===== src/rtl/image_test_ctrl.sv =====
// Frame-synchronous sequencer for the test-pattern injector.
// Gates injection and pattern mode on frame boundaries only.
module image_test_ctrl #(
  parameter int FRAME_W = 8,
  parameter int LINE_W  = 12,
  parameter int MODE_W  = 2
) (
  input  logic                 i_clk,
  input  logic                 i_rst_n,
  input  logic                 i_start,
  input  logic                 i_abort,
  input  logic [FRAME_W-1:0]   i_num_frames,
  input  logic [2**MODE_W-1:0] i_mode_mask,
  input  logic [LINE_W-1:0]    i_exp_lines,
  input  logic                 i_hs,
  input  logic                 i_vs,
  output logic                 o_en,
  output logic [MODE_W-1:0]    o_mode,
  output logic                 o_busy,
  output logic                 o_done,
  output logic                 o_aborted,
  output logic [FRAME_W-1:0]   o_frame_idx,
  output logic                 o_geom_err
);

  localparam int NM = 2**MODE_W;

  localparam logic [1:0] S_IDLE = 2'd0;
  localparam logic [1:0] S_ARM  = 2'd1;
  localparam logic [1:0] S_RUN  = 2'd2;

  logic [1:0]         state;
  logic               vs_d;
  logic               hs_d;
  logic [LINE_W-1:0]  line_cnt;
  logic [FRAME_W-1:0] num_q;
  logic [NM-1:0]      mask_q;
  logic [LINE_W-1:0]  exp_q;
  logic               abort_pend;

  logic vs_rise;
  logic vs_fall;
  logic hs_rise;
  logic last_frame;
  logic stop_now;

  function automatic logic [MODE_W-1:0] low_bit(
    input logic [NM-1:0] m
  );
    logic [MODE_W-1:0] r;
    r = '0;
    for (int i = NM-1; i >= 0; i--)
      if (m[i]) r = MODE_W'(i);
    return r;
  endfunction

  // Next set bit above cur, else wrap to the lowest set bit.
  function automatic logic [MODE_W-1:0] next_mode(
    input logic [NM-1:0]     m,
    input logic [MODE_W-1:0] cur
  );
    logic [MODE_W-1:0] r;
    r = low_bit(m);
    for (int i = NM-1; i >= 0; i--)
      if (m[i] && (i > int'(cur))) r = MODE_W'(i);
    return r;
  endfunction

  always_comb begin
    vs_rise    = i_vs & ~vs_d;
    vs_fall    = ~i_vs & vs_d;
    hs_rise    = i_hs & ~hs_d & i_vs;
    last_frame = (num_q != '0) &&
                 ((o_frame_idx + FRAME_W'(1)) == num_q);
    stop_now   = last_frame | abort_pend | i_abort;
  end

  always_ff @(posedge i_clk) begin
    if (!i_rst_n) begin
      state       <= S_IDLE;
      vs_d        <= 1'b0;
      hs_d        <= 1'b0;
      line_cnt    <= '0;
      num_q       <= '0;
      mask_q      <= '0;
      exp_q       <= '0;
      abort_pend  <= 1'b0;
      o_en        <= 1'b0;
      o_mode      <= '0;
      o_busy      <= 1'b0;
      o_done      <= 1'b0;
      o_aborted   <= 1'b0;
      o_frame_idx <= '0;
      o_geom_err  <= 1'b0;
    end else begin
      vs_d   <= i_vs;
      hs_d   <= i_hs;
      o_done <= 1'b0;

      if (vs_rise)
        line_cnt <= '0;
      else if (hs_rise && (line_cnt != '1))
        line_cnt <= line_cnt + LINE_W'(1);

      case (state)
        S_IDLE: begin
          if (i_start && !i_abort && (|i_mode_mask)) begin
            num_q       <= i_num_frames;
            mask_q      <= i_mode_mask;
            exp_q       <= i_exp_lines;
            abort_pend  <= 1'b0;
            o_frame_idx <= '0;
            o_geom_err  <= 1'b0;
            o_aborted   <= 1'b0;
            o_mode      <= low_bit(i_mode_mask);
            o_busy      <= 1'b1;
            state       <= S_ARM;
          end
        end
        S_ARM: begin
          if (i_abort) begin
            o_busy    <= 1'b0;
            o_done    <= 1'b1;
            o_aborted <= 1'b1;
            state     <= S_IDLE;
          end else if (vs_rise) begin
            o_en  <= 1'b1;
            state <= S_RUN;
          end
        end
        S_RUN: begin
          if (i_abort) abort_pend <= 1'b1;
          if (vs_fall) begin
            if (line_cnt != exp_q) o_geom_err <= 1'b1;
            o_frame_idx <= o_frame_idx + FRAME_W'(1);
            if (stop_now) begin
              o_en       <= 1'b0;
              o_busy     <= 1'b0;
              o_done     <= 1'b1;
              o_aborted  <= abort_pend | i_abort;
              abort_pend <= 1'b0;
              state      <= S_IDLE;
            end else begin
              o_mode <= next_mode(mask_q, o_mode);
            end
          end
        end
        default: state <= S_IDLE;
      endcase
    end
  end

endmodule


===== config.mk =====
export PLATFORM = sky130hd
export DESIGN_NAME = image_test_ctrl
export DESIGN_NICKNAME = d
export VERILOG_FILES = /design/src/rtl/image_test_ctrl.sv
export SDC_FILE = /design/constraint.sdc
export NUM_CORES = 1
export LEC_CHECK = 0
export BUFFER_PORTS_ARGS = -buffer_cell sky130_fd_sc_hd__buf_4
export CORE_MARGIN = 5
export CORE_UTILIZATION = 57
export DETAILED_ROUTE_END_ITERATION = 8
export GPL_ROUTABILITY_DRIVEN = 1
export GPL_TIMING_DRIVEN = 0
export PLACE_DENSITY = 0.8
export SYNTH_ARGS = -nofsm -noshare
export SYNTH_HDL_FRONTEND = slang
export SYNTH_SLANG_ARGS = --single-unit

===== constraint.sdc =====
create_clock -name i_clk -period 2.25 [get_ports i_clk]
set_input_delay 0.1125 -clock i_clk [delete_from_list [all_inputs] [get_ports i_clk]]
set_output_delay 0.1125 -clock i_clk [all_outputs]
set_load 0.005 [all_outputs]

Yosys cells after proc, flatten, opt, wreduce, memory -nomap -nowiden
Index checks and enable logic that the tools add are counted.
Widths: inputs -> output; s select.

word-level totals
  memory bits (read-only) = 0
  logic and storage cells = 116
  memories = 0
  bits of input ports = 30
  latch bits = 0
  bits in writable memories = 0
  register bits after elaboration = 56

operators by class
  multiply operators = 0
  bitwise operators = 11
  add/sub/neg operators = 2
  reduce and logical (&&, ||, !) cells = 23
  divide/modulo/power cells = 0
  shifts and indexed selects = 0
  mux-type cells = 48
  equal/unequal tests = 14
  $lt $le $gt $ge = 3

operator list
  cell                   number
  $mux 2                 19
  $mux 1                 18
  $mux 8                 2
  $ne 2x2->1 const B     8
  $pmux 8 s2             1
  $add 12x1->12 const B  1
  $ne 12x12->1           1
  $ne 12x12->1 const B   1
  $reduce_and 4->1       3
  $reduce_and 5->1       2
  $add 8x1->8 const B    1
  $eq 8x8->1             1
  $pmux 1 s2             4
  $reduce_bool 8->1      1
  $logic_and 1x1->1      7
  $pmux 1 s3             2
  $pmux 2 s3             1
  $and 1x1->1            4
  $gt 2x2->1 const A     2
  $not 1->1              4
  $pmux 2 s2             1
  $reduce_and 2->1       2
  $reduce_bool 2->1      2
  $reduce_or 4->1        1
  10 further kinds       12

Longest topological paths before layout
Gate-level depths: netlist of the first run.

  depth after elaboration = 10
  mapped depth = 9
  depth with buffers taken out = 8

Least setup slack after synthesis of the first run
Ideal clock, no wire load.

  kind = register to register
  start = register o_frame_idx[0]
  end = register o_aborted
  path buffers = 0
  period minus slack after synthesis = 2.030 ns
  required time = 2.178 ns
  arrival time = 1.959 ns
  cell stages (with the launch flop) = 9
  slack = 0.220 ns
  cells stage by stage = dfxtp_1 -> ha_1 -> xor2_1 -> o211ai_1 -> mux2i_4 -> nor4_4 -> a31oi_2 -> nor2_4 -> mux2i_1

on the way
  cells in the longest elaborated chain, start to end = 7

RTL lines
  element                            line  RTL
  start, declared                    22    output logic [FRAME_W-1:0] o_frame_idx,
  start signal, assigned             135   o_frame_idx <= o_frame_idx + FRAME_W'(1);
  $add 8x1->8                        74    ((o_frame_idx + FRAME_W'(1)) == num_q);
  $eq 8x8->1                         74
  $logic_and 1x1->1                  73    last_frame = (num_q != '0) &&
  $or 1x1->1 (2 in series)           75    stop_now = last_frame | abort_pend | i_abort;
  $ne 2x2->1 (no source line)        --
  $reduce_and 5->1 (no source line)  --
  end signal, assigned               140   o_aborted <= abort_pend | i_abort;
  end, declared                      21    output logic o_aborted,

Every way passes these cells.
A chain may end at the register's enable or synchronous reset.

Final worst setup path of the first run
Ends and elaborated chain as after synthesis.

==> results of run 1 <==
-- cell families after synthesis --
family                   Yosys count  synth area share
multiplexers                      29            0.0989
AO/OA/AOI/OAI                     60             0.124
XOR/XNOR                          29            0.0819
AND/OR/NAND/NOR                  143             0.261
adder cells (fa/ha/maj)            6            0.0242
buffers and inverters             24            0.0484
flip-flops                        56             0.362
-- critical path: stages, from the launching register on --
cell	delay (ns)
dfxtp_4	0.39
buf_4	0.13
nand3_1	0.13
xnor2_1	0.17
a311o_1	0.35
nor4_4	0.27
buf_4	0.20
a31oi_4	0.11
nor2_4	0.15
mux2i_1	0.17
-- report_power, final --
part | total (W) | internal, W | switching [W]
clock network | 0.000583 | 0.000251 | 0.000332
registers | 0.00109 | 0.00104 | 0.0000475
logic | 0.000522 | 0.000256 | 0.000266
total | 0.00220 | 0.00155 | 0.000645
-- timing repair --
action / CTS / global route
pin swaps: 0 / 4
endpoints found under the setup margin: 6 / 9
buffers inserted: 0 / 6
gates resized for setup: 2 / 10
-- routing by layer --
metal  vias up  routed length, um
met1      1189               3060
met2        67               3420
li1       1318                  -
met3        10                293
met5         -                  0
met4         0                111
-- state kept, by name (all words and copies together), names as in the netlist --
signal / cells
exp_q: 12
line_cnt: 12
num_q: 8
o_frame_idx: 8
mask_q: 4
o_mode: 2
state: 2
abort_pend: 1
hs_d: 1
o_aborted: 1
o_busy: 1
o_done: 1
o_en: 1
o_geom_err: 1
vs_d: 1
-- cells in the final DEF, fill, tap and decap left out, types with 5 or more instances in the layout --
cell and n:
inv_1 6, buf_4 49, dfxtp_1 51, a21boi_1 5, nand3_1 15, mux2i_1 27
clkbuf_1 10, nand4_1 7, clkbuf_8 8, xor2_1 11, ha_1 5, o21ai_1 8
and2_1 5, buf_6 5, nor3_1 7, nand2_1 26, o21ai_0 10, xnor2_1 17
a21oi_1 14, nor2b_1 33, nor2_1 21
-- final cells by class --
| cell class | instances | area (um^2) | share of cell area |
|---|---|---|---|
| sequential | 56 | 1130 | 0.306 |
| tap | 70 | 87.6 | 0.0237 |
| timing repair buffer | 49 | 368 | 0.0995 |
| clock inverter | 1 | 7.51 | 0.00203 |
| inverter | 6 | 22.5 | 0.00609 |
| multi-input combinational | 267 | 1860 | 0.504 |
| buffer | 18 | 128 | 0.0345 |
| clock buffer | 7 | 86.3 | 0.0234 |
-- worst max path at each step --
stage / slack (ns) / endpoint / startpoint
floorplan: 0.22 / o_aborted / o_frame_idx[0]
global placement: -0.04 / o_aborted / o_frame_idx[0]
detailed placement: -0.08 / o_aborted / o_frame_idx[0]
CTS: 0.02 / o_aborted / o_frame_idx[1]
global route: -0.0005 / line_cnt[8] / line_cnt[8]
finish: 0.11 / o_aborted / o_frame_idx[0]
-- metrics by stage --
step	hold slack (ns)	std cells	area [um^2]	setup TNS (ns)
global placement	0.343	460	3510	-0.0859
global route	0.0385	474	3700	-0.000510
CTS	0.0265	468	3610	0
finish	0.0334	474	3700	0
detailed placement	0.358	460	3510	-0.301
floorplan	0.234	347	3100	0
==> metrics, run 1 <==
Netlist cell types 56; GRT Overall Usage 0.192; largest cells by area after synthesis dfxtp_1 (36%), mux2i_1 (8.7%), nor2b_1 (6.7%); cell count after synthesis 347; Worst Tran Pin Value 0.528 ns; routability cong. 0.893; CTS sink cnt 56; HP Start i_hs; PwrDens 594 nW/um^2; RSZ-0062 raised after global routing true; vias per cell 5.45; #FFs+latches synth 56; period utilisation layout 0.950; Synth area leader dfxtp_1; maximum clock insertion buffer count 2; ys flop type dfxtp_1; Initial DRC Count 100; Hold WC Path Type primary input to flip-flop; drt wl/cell 14.5 um; drt drc 0; leak pwr 1.50 nW; core region area 5200 um^2; Seq/Total Area, Yosys 0.362; die footprint 7010 um^2; clock root buffer clkbuf_8; grt ovf 0; vias in the first global route 2441; total power 0.00220 W; DP HPWL 5150 um; Most Crowded Layer GR met2; Max-slew headroom 0.644; Syn Area/Cell 8.94 um^2; met3 Resource Use GR 0.0365; Layout fillers 432; yosys warns 0; count leader, synth dfxtp_1; type of origin of the critical path flip-flop; drt pass-1 iters 4; Final Setup Violations 0; Worst Path Required 2.50 ns; WL final 6880 um; Place WS -0.0817 ns; R2R setup slack 0.11 ns; CTS tree done; count of input and output buffers 43; initial antenna violation count 0; list of most frequent post-synthesis cells dfxtp_1 (56), nor2b_1 (33), mux2i_1 (27); Syn Std Cell Area 3100 um^2; total CTS buffers 5; fin. max-slew vios 0; # hold bufs at CTS 0; fin util 0.710; die width 83.8 um; first-pass GRT wire length 11300 um; DR vias 2584; Post-synth EDFFs 0; Hold Path Depth 2; clk slew on worst S/H paths 0.10 ns; die height 83.8 um; skew final 0.00614 ns; Worst R2R End o_aborted; VDD IR-drop max 0.410 mV; Critical Path Fanout Max 6; synthesis-to-finish area growth 19.2%; Hold Vio Cnt, Final 0; fmax 468 MHz; R2R depth 9; Hold EP hs_d; antenna-violating nets left 0; reg2reg start o_frame_idx[0]; n_diodes 0; met1 Usage GRT 0.243; Synth Net Count 383; outcome finished, final reports clean; row cnt 26; met2 usage 0.336; worst setup margin 0.112 ns; ys async rst share 0; post-synth top area share 0.362; Starting Density 0.596; CP Class flip-flop to flip-flop; Nets 439; total of max-cap violations 0; Worst Setup End Kind flip-flop; H-tree Lvls 2; Clk Latency, worst-skew pair 0.31 ns; I/O Pins 45; Arr. time, crit path 2.39 ns; layout cell share with drive strength beyond 1 0.210; min Tclk post-route 2.14 ns; pin count of the biggest net entering global routing 17
(Power assumes the default switching activity.)
==> run 2, diff against run 1 <==
RECOVER_POWER = 50   (was default)
==> run 2 against run 1 <==
Compared with the run above: maximum frequency fell by 1.3%; critical path depth did not move; critical endpoint unchanged; highest routed layer unchanged; register-to-register slack got worse by 0.03 ns; largest power group unchanged; total power fell by 0.26%; utilization fell by 0.26 points.
==> metrics, run 2 (same netlist as run 1, synthesis figures left out) <==
total CTS buffers 5; Hold Vio Cnt, Final 0; WL final 6880 um; # hold bufs at CTS 0; n_diodes 0; Largest regs exp_q (12), line_cnt (12); commonest non-fill, non-tap cell in the layout dfxtp_1; clock root buffer clkbuf_8; core region area 5200 um^2; row cnt 26; commonest non-fill, non-tap cells in the layout dfxtp_1 (54), buf_4 (39), nor2b_1 (33); GRT Overall Usage 0.192; CTS tree done; CP Class flip-flop to flip-flop; Initial DRC Count 125; count of input and output buffers 43; RSZ-0062 raised after global routing true; drt drc 0; Hold Path Depth 2; drt wl/cell 14.5 um; CTS sink cnt 56; Finished Layout Cells 474; Max-slew headroom 0.629; initial antenna violation count 0; leak pwr 1.49 nW; Arr. time, crit path 2.42 ns; Starting Density 0.596; Hold WC Path Type primary input to flip-flop; die width 83.8 um; period utilisation layout 0.962; drt pass-1 iters 4; total power 0.00219 W; vias in the first global route 2441; fmax 462 MHz; DP HPWL 5150 um; R2R depth 9; setup tns final 0 ns; pin count of the biggest net entering global routing 17; H-tree Lvls 2; VDD IR-drop max 0.409 mV; first-pass GRT wire length 11300 um; Worst Setup End Kind flip-flop; outcome finished, final reports clean; Post-Place Cells 460; Critical Path Fanout Max 10; antenna-violating nets left 0; layout cell share with drive strength beyond 1 0.200; total of max-cap violations 0; skew final 0.00549 ns; PwrDens 595 nW/um^2; type of origin of the critical path flip-flop; clk slew on worst S/H paths 0.10 ns; Clk Latency, worst-skew pair 0.31 ns; Worst Path Required 2.50 ns; die height 83.8 um; die footprint 7010 um^2; maximum clock insertion buffer count 2; Final Setup Violations 0; DR vias 2602; I/O Pins 45; routability cong. 0.893; Worst Tran Pin Value 0.551 ns; grt ovf 0; vias per cell 5.49; Nets 439; synthesis-to-finish area growth 18.8%; fin. max-slew vios 0; min Tclk post-route 2.17 ns
-- run 2: changes by cell type in the layout (fill, tap and decap cells not counted), moves of 2 or more --
cell,change
buf_4,-10
clkbuf_4,+10
dfxtp_1,+3
dfxtp_2,-3
buf_2,-2
clkbuf_2,+2
-- run 2: cell type report --
| class | instances | area (um^2) |
|---|---|---|
| buffer | 18 | 118 |
| clock buffer | 7 | 86.3 |
| clock inverter | 1 | 7.51 |
| fill | 433 | 1520 |
| inverter | 6 | 22.5 |
| multi-input combinational | 267 | 1860 |
| sequential | 56 | 1130 |
| tap | 70 | 87.6 |
| timing repair buffer | 49 | 368 |
-- run 2: where the power goes --
group / switching (W) / leakage [nW] / internal [W]
clock: 0.000330 / 0.0445 / 0.000251
sequential: 0.0000476 / 0.457 / 0.00104
combinational: 0.000265 / 0.986 / 0.000253
-- run 2: what timing repair did --
item                                    4_1_cts  5_1_grt
buffers inserted                              0        6
endpoints found under the hold margin         0        0
pin swaps                                     0        4
gates resized for setup                       2       10
endpoints found under the setup margin        6        9
-- run 2: metal layers --
metal,vias to the layer above,part of all wire,global-route usage
li1,1324,-,-
met1,1196,0.44,0.243
met2,68,0.50,0.336
met3,14,0.045,0.0365
met4,0,0.015,0.0468
met5,-,0,0
-- run 2: path summary, 6_finish.rpt --
check	end	start	slack, ns
worst max-delay path	o_aborted	o_frame_idx[2]	0.08
worst min-delay path	hs_d	i_hs	0.03
worst max register to register	o_aborted	o_frame_idx[2]	0.08
worst min register to register	o_aborted	o_aborted	0.48
-- run 2: metrics by stage --
| stage | hold WS (ns) | setup slack [ns] | utilization | area (um^2) |
|---|---|---|---|---|
| 2_1_floorplan | 0.234 | 0.220 | - | 3100 |
| 3_3_place_gp | 0.343 | -0.0413 | 0.675 | 3510 |
| 3_5_place_dp | 0.358 | -0.0817 | 0.675 | 3510 |
| 4_1_cts | 0.0265 | 0.0171 | 0.693 | 3610 |
| 5_1_grt | 0.0385 | -0.0408 | 0.707 | 3680 |
| 6_report | 0.0345 | 0.0844 | 0.707 | 3680 |
-- run 2: worst max-delay path: stages (launching register included) --
cell and delay (ns):
dfxtp_1 0.39, buf_6 0.15, nand3_1 0.15, xnor2_1 0.17, a311o_1 0.35, nor4_4 0.27
buf_4 0.20, a31oi_4 0.11, nor2_4 0.15, mux2i_1 0.17
==> run 3, diff against run 2 <==
CORE_MARGIN = default   (was 5)
==> run 3 against run 2 <==
Compared with the run above: first-iteration DRC count rose by 14%; cell count down 0.63%; design area shrank 1.3%; sequential share of layout area increased by 0.44 points; via count rose by 0.15%; largest power group unchanged; sequential power about the same; total power decreased by 2.1%; die area fell by 18%; combinational power increased by 1%.
==> metrics, run 3 (same netlist as run 1, synthesis figures left out) <==
outcome finished, final reports clean; drt drc 0; vias in the first global route 2387; total of max-cap violations 0; sw frac 0.296; Worst Tran Pin Value 0.528 ns; sequential share of power 0.509; skew final 0.00398 ns; R2R depth 9; Hold EP hs_d; clock root buffer clkbuf_8; hold slack 0.0185 ns; setup tns final 0 ns; vias per cell 5.53; commonest non-fill, non-tap cell in the layout dfxtp_1; Initial DRC Count 142; H-tree Lvls 2; DR vias 2606; RSZ-0062 raised after global routing false; antenna-violating nets left 0; layout cell share with drive strength beyond 1 0.195; Hold Path Depth 2; core region area 5170 um^2; CP Class flip-flop to flip-flop; pin count of the biggest net entering global routing 17; GRT Overall Usage 0.244; first-pass GRT wire length 10600 um; Largest regs exp_q (12), line_cnt (12); HP Start i_hs; R2R setup slack 0.15 ns; Critical Path Fanout Max 6; Worst Setup End Kind flip-flop; # hold bufs at CTS 0; n_diodes 0; min Tclk post-route 2.10 ns; Starting Density 0.599; CTS tree done; die height 75.8 um; Hold WC Path Type primary input to flip-flop; grt ovf 0; Worst R2R End o_aborted; drt wl/cell 14.3 um; fin. max-slew vios 0; Net Switching 0.000635 W; leak pwr 1.47 nW; Clock power frac 0.247; drt pass-1 iters 5; maximum clock insertion buffer count 2; die footprint 5740 um^2; WL final 6710 um; routability cong. 0.897; commonest non-fill, non-tap cells in the layout dfxtp_1 (53), buf_4 (37), nor2b_1 (33); count of input and output buffers 43; total CTS buffers 5; Arr. time, crit path 2.35 ns; VDD IR-drop max 0.342 mV; period utilisation layout 0.934; synthesis-to-finish area growth 17.2%; I/O Pins 45; initial antenna violation count 0; Clk Latency, worst-skew pair 0.31 ns; Worst Path Required 2.49 ns; reg2reg start o_frame_idx[1]; CTS sink cnt 56; type of origin of the critical path flip-flop; Logic pwr share 0.244; clk slew on worst S/H paths 0.09 ns; Nets 437; DP HPWL 4990 um; PwrDens 590 nW/um^2; fmax 476 MHz; Int Power 0.00151 W; Max-slew headroom 0.648; Final Setup Violations 0; row cnt 26; Hold Vio Cnt, Final 0; die width 75.8 um
-- run 3: cell types whose count changed in the layout (fill, tap and decap cells not counted), sizes merged --
cell    change
buf         -1
clkbuf      -3
clkinv      +1
-- run 3: timing repair --
| item | in CTS | in global routing |
|---|---|---|
| endpoints found under the setup margin | 6 | 8 |
| gates resized for setup | 4 | 8 |
| gates cloned | 0 | 0 |
| pin swaps | 1 | 3 |
| setup buffers | 1 | 3 |
-- run 3: power by group through the flow --
| stage | Clock, W | Sequential (W) | Combinational [W] |
|---|---|---|---|
| after detailed placement | 0 | 0.00112 | 0.000512 |
| after global placement | 0 | 0.00111 | 0.000500 |
| after CTS | 0.000542 | 0.00109 | 0.000517 |
| after global routing | 0.000586 | 0.00110 | 0.000577 |
| final | 0.000529 | 0.00109 | 0.000523 |
| after floorplan | 0 | 0.00111 | 0.000369 |
-- run 3: worst max-delay path, stage by stage (launching register included) --
cell,delay (ns)
dfxtp_4,0.37
ha_2,0.34
xnor2_1,0.11
o21ai_1,0.08
a311o_1,0.36
nor4_4,0.14
buf_4,0.20
a31oi_4,0.11
nor2_4,0.15
mux2i_1,0.18
-- run 3: metal layers --
layer	part of all wire	track usage	wire length, um
met5	0	0	0
met2	0.50	0.439	3380
met1	0.43	0.288	2910
met3	0.039	0.0437	263
met4	0.023	0.0905	157
-- run 3: stage by stage --
stage / total power (W) / setup slack, ns / util / std cells / instance area (um^2)
after floorplan: 0.00148 / 0.220 / - / 347 / 3100
after global placement: 0.00161 / -0.0533 / 0.679 / 460 / 3510
after detailed placement: 0.00163 / -0.0920 / 0.679 / 460 / 3510
after CTS: 0.00215 / 0.00967 / 0.697 / 468 / 3610
after global routing: 0.00226 / 0.0120 / 0.703 / 471 / 3630
final: 0.00214 / 0.150 / 0.703 / 471 / 3630
-- run 3: final cells by class --
cell class              count  area [um^2]
fillers                   424         1540
clock buffers               5         68.8
flip-flops and latches     56         1130
clock inverters             2         12.5
multi-input cells         267         1850
well taps                  70         87.6
repair buffers             47          349
plain buffers              18          118
inverters                   6         22.5
-- run 3: how the worst max path moves through the flow --
stage                           end           start  cells after the start
final                     o_aborted  o_frame_idx[1]                      9
after CTS                 o_aborted  o_frame_idx[0]                      9
after detailed placement  o_aborted  o_frame_idx[0]                      8
after floorplan           o_aborted  o_frame_idx[0]                      8
after global placement    o_aborted  o_frame_idx[0]                      8
after global routing      o_aborted  o_frame_idx[1]                      9
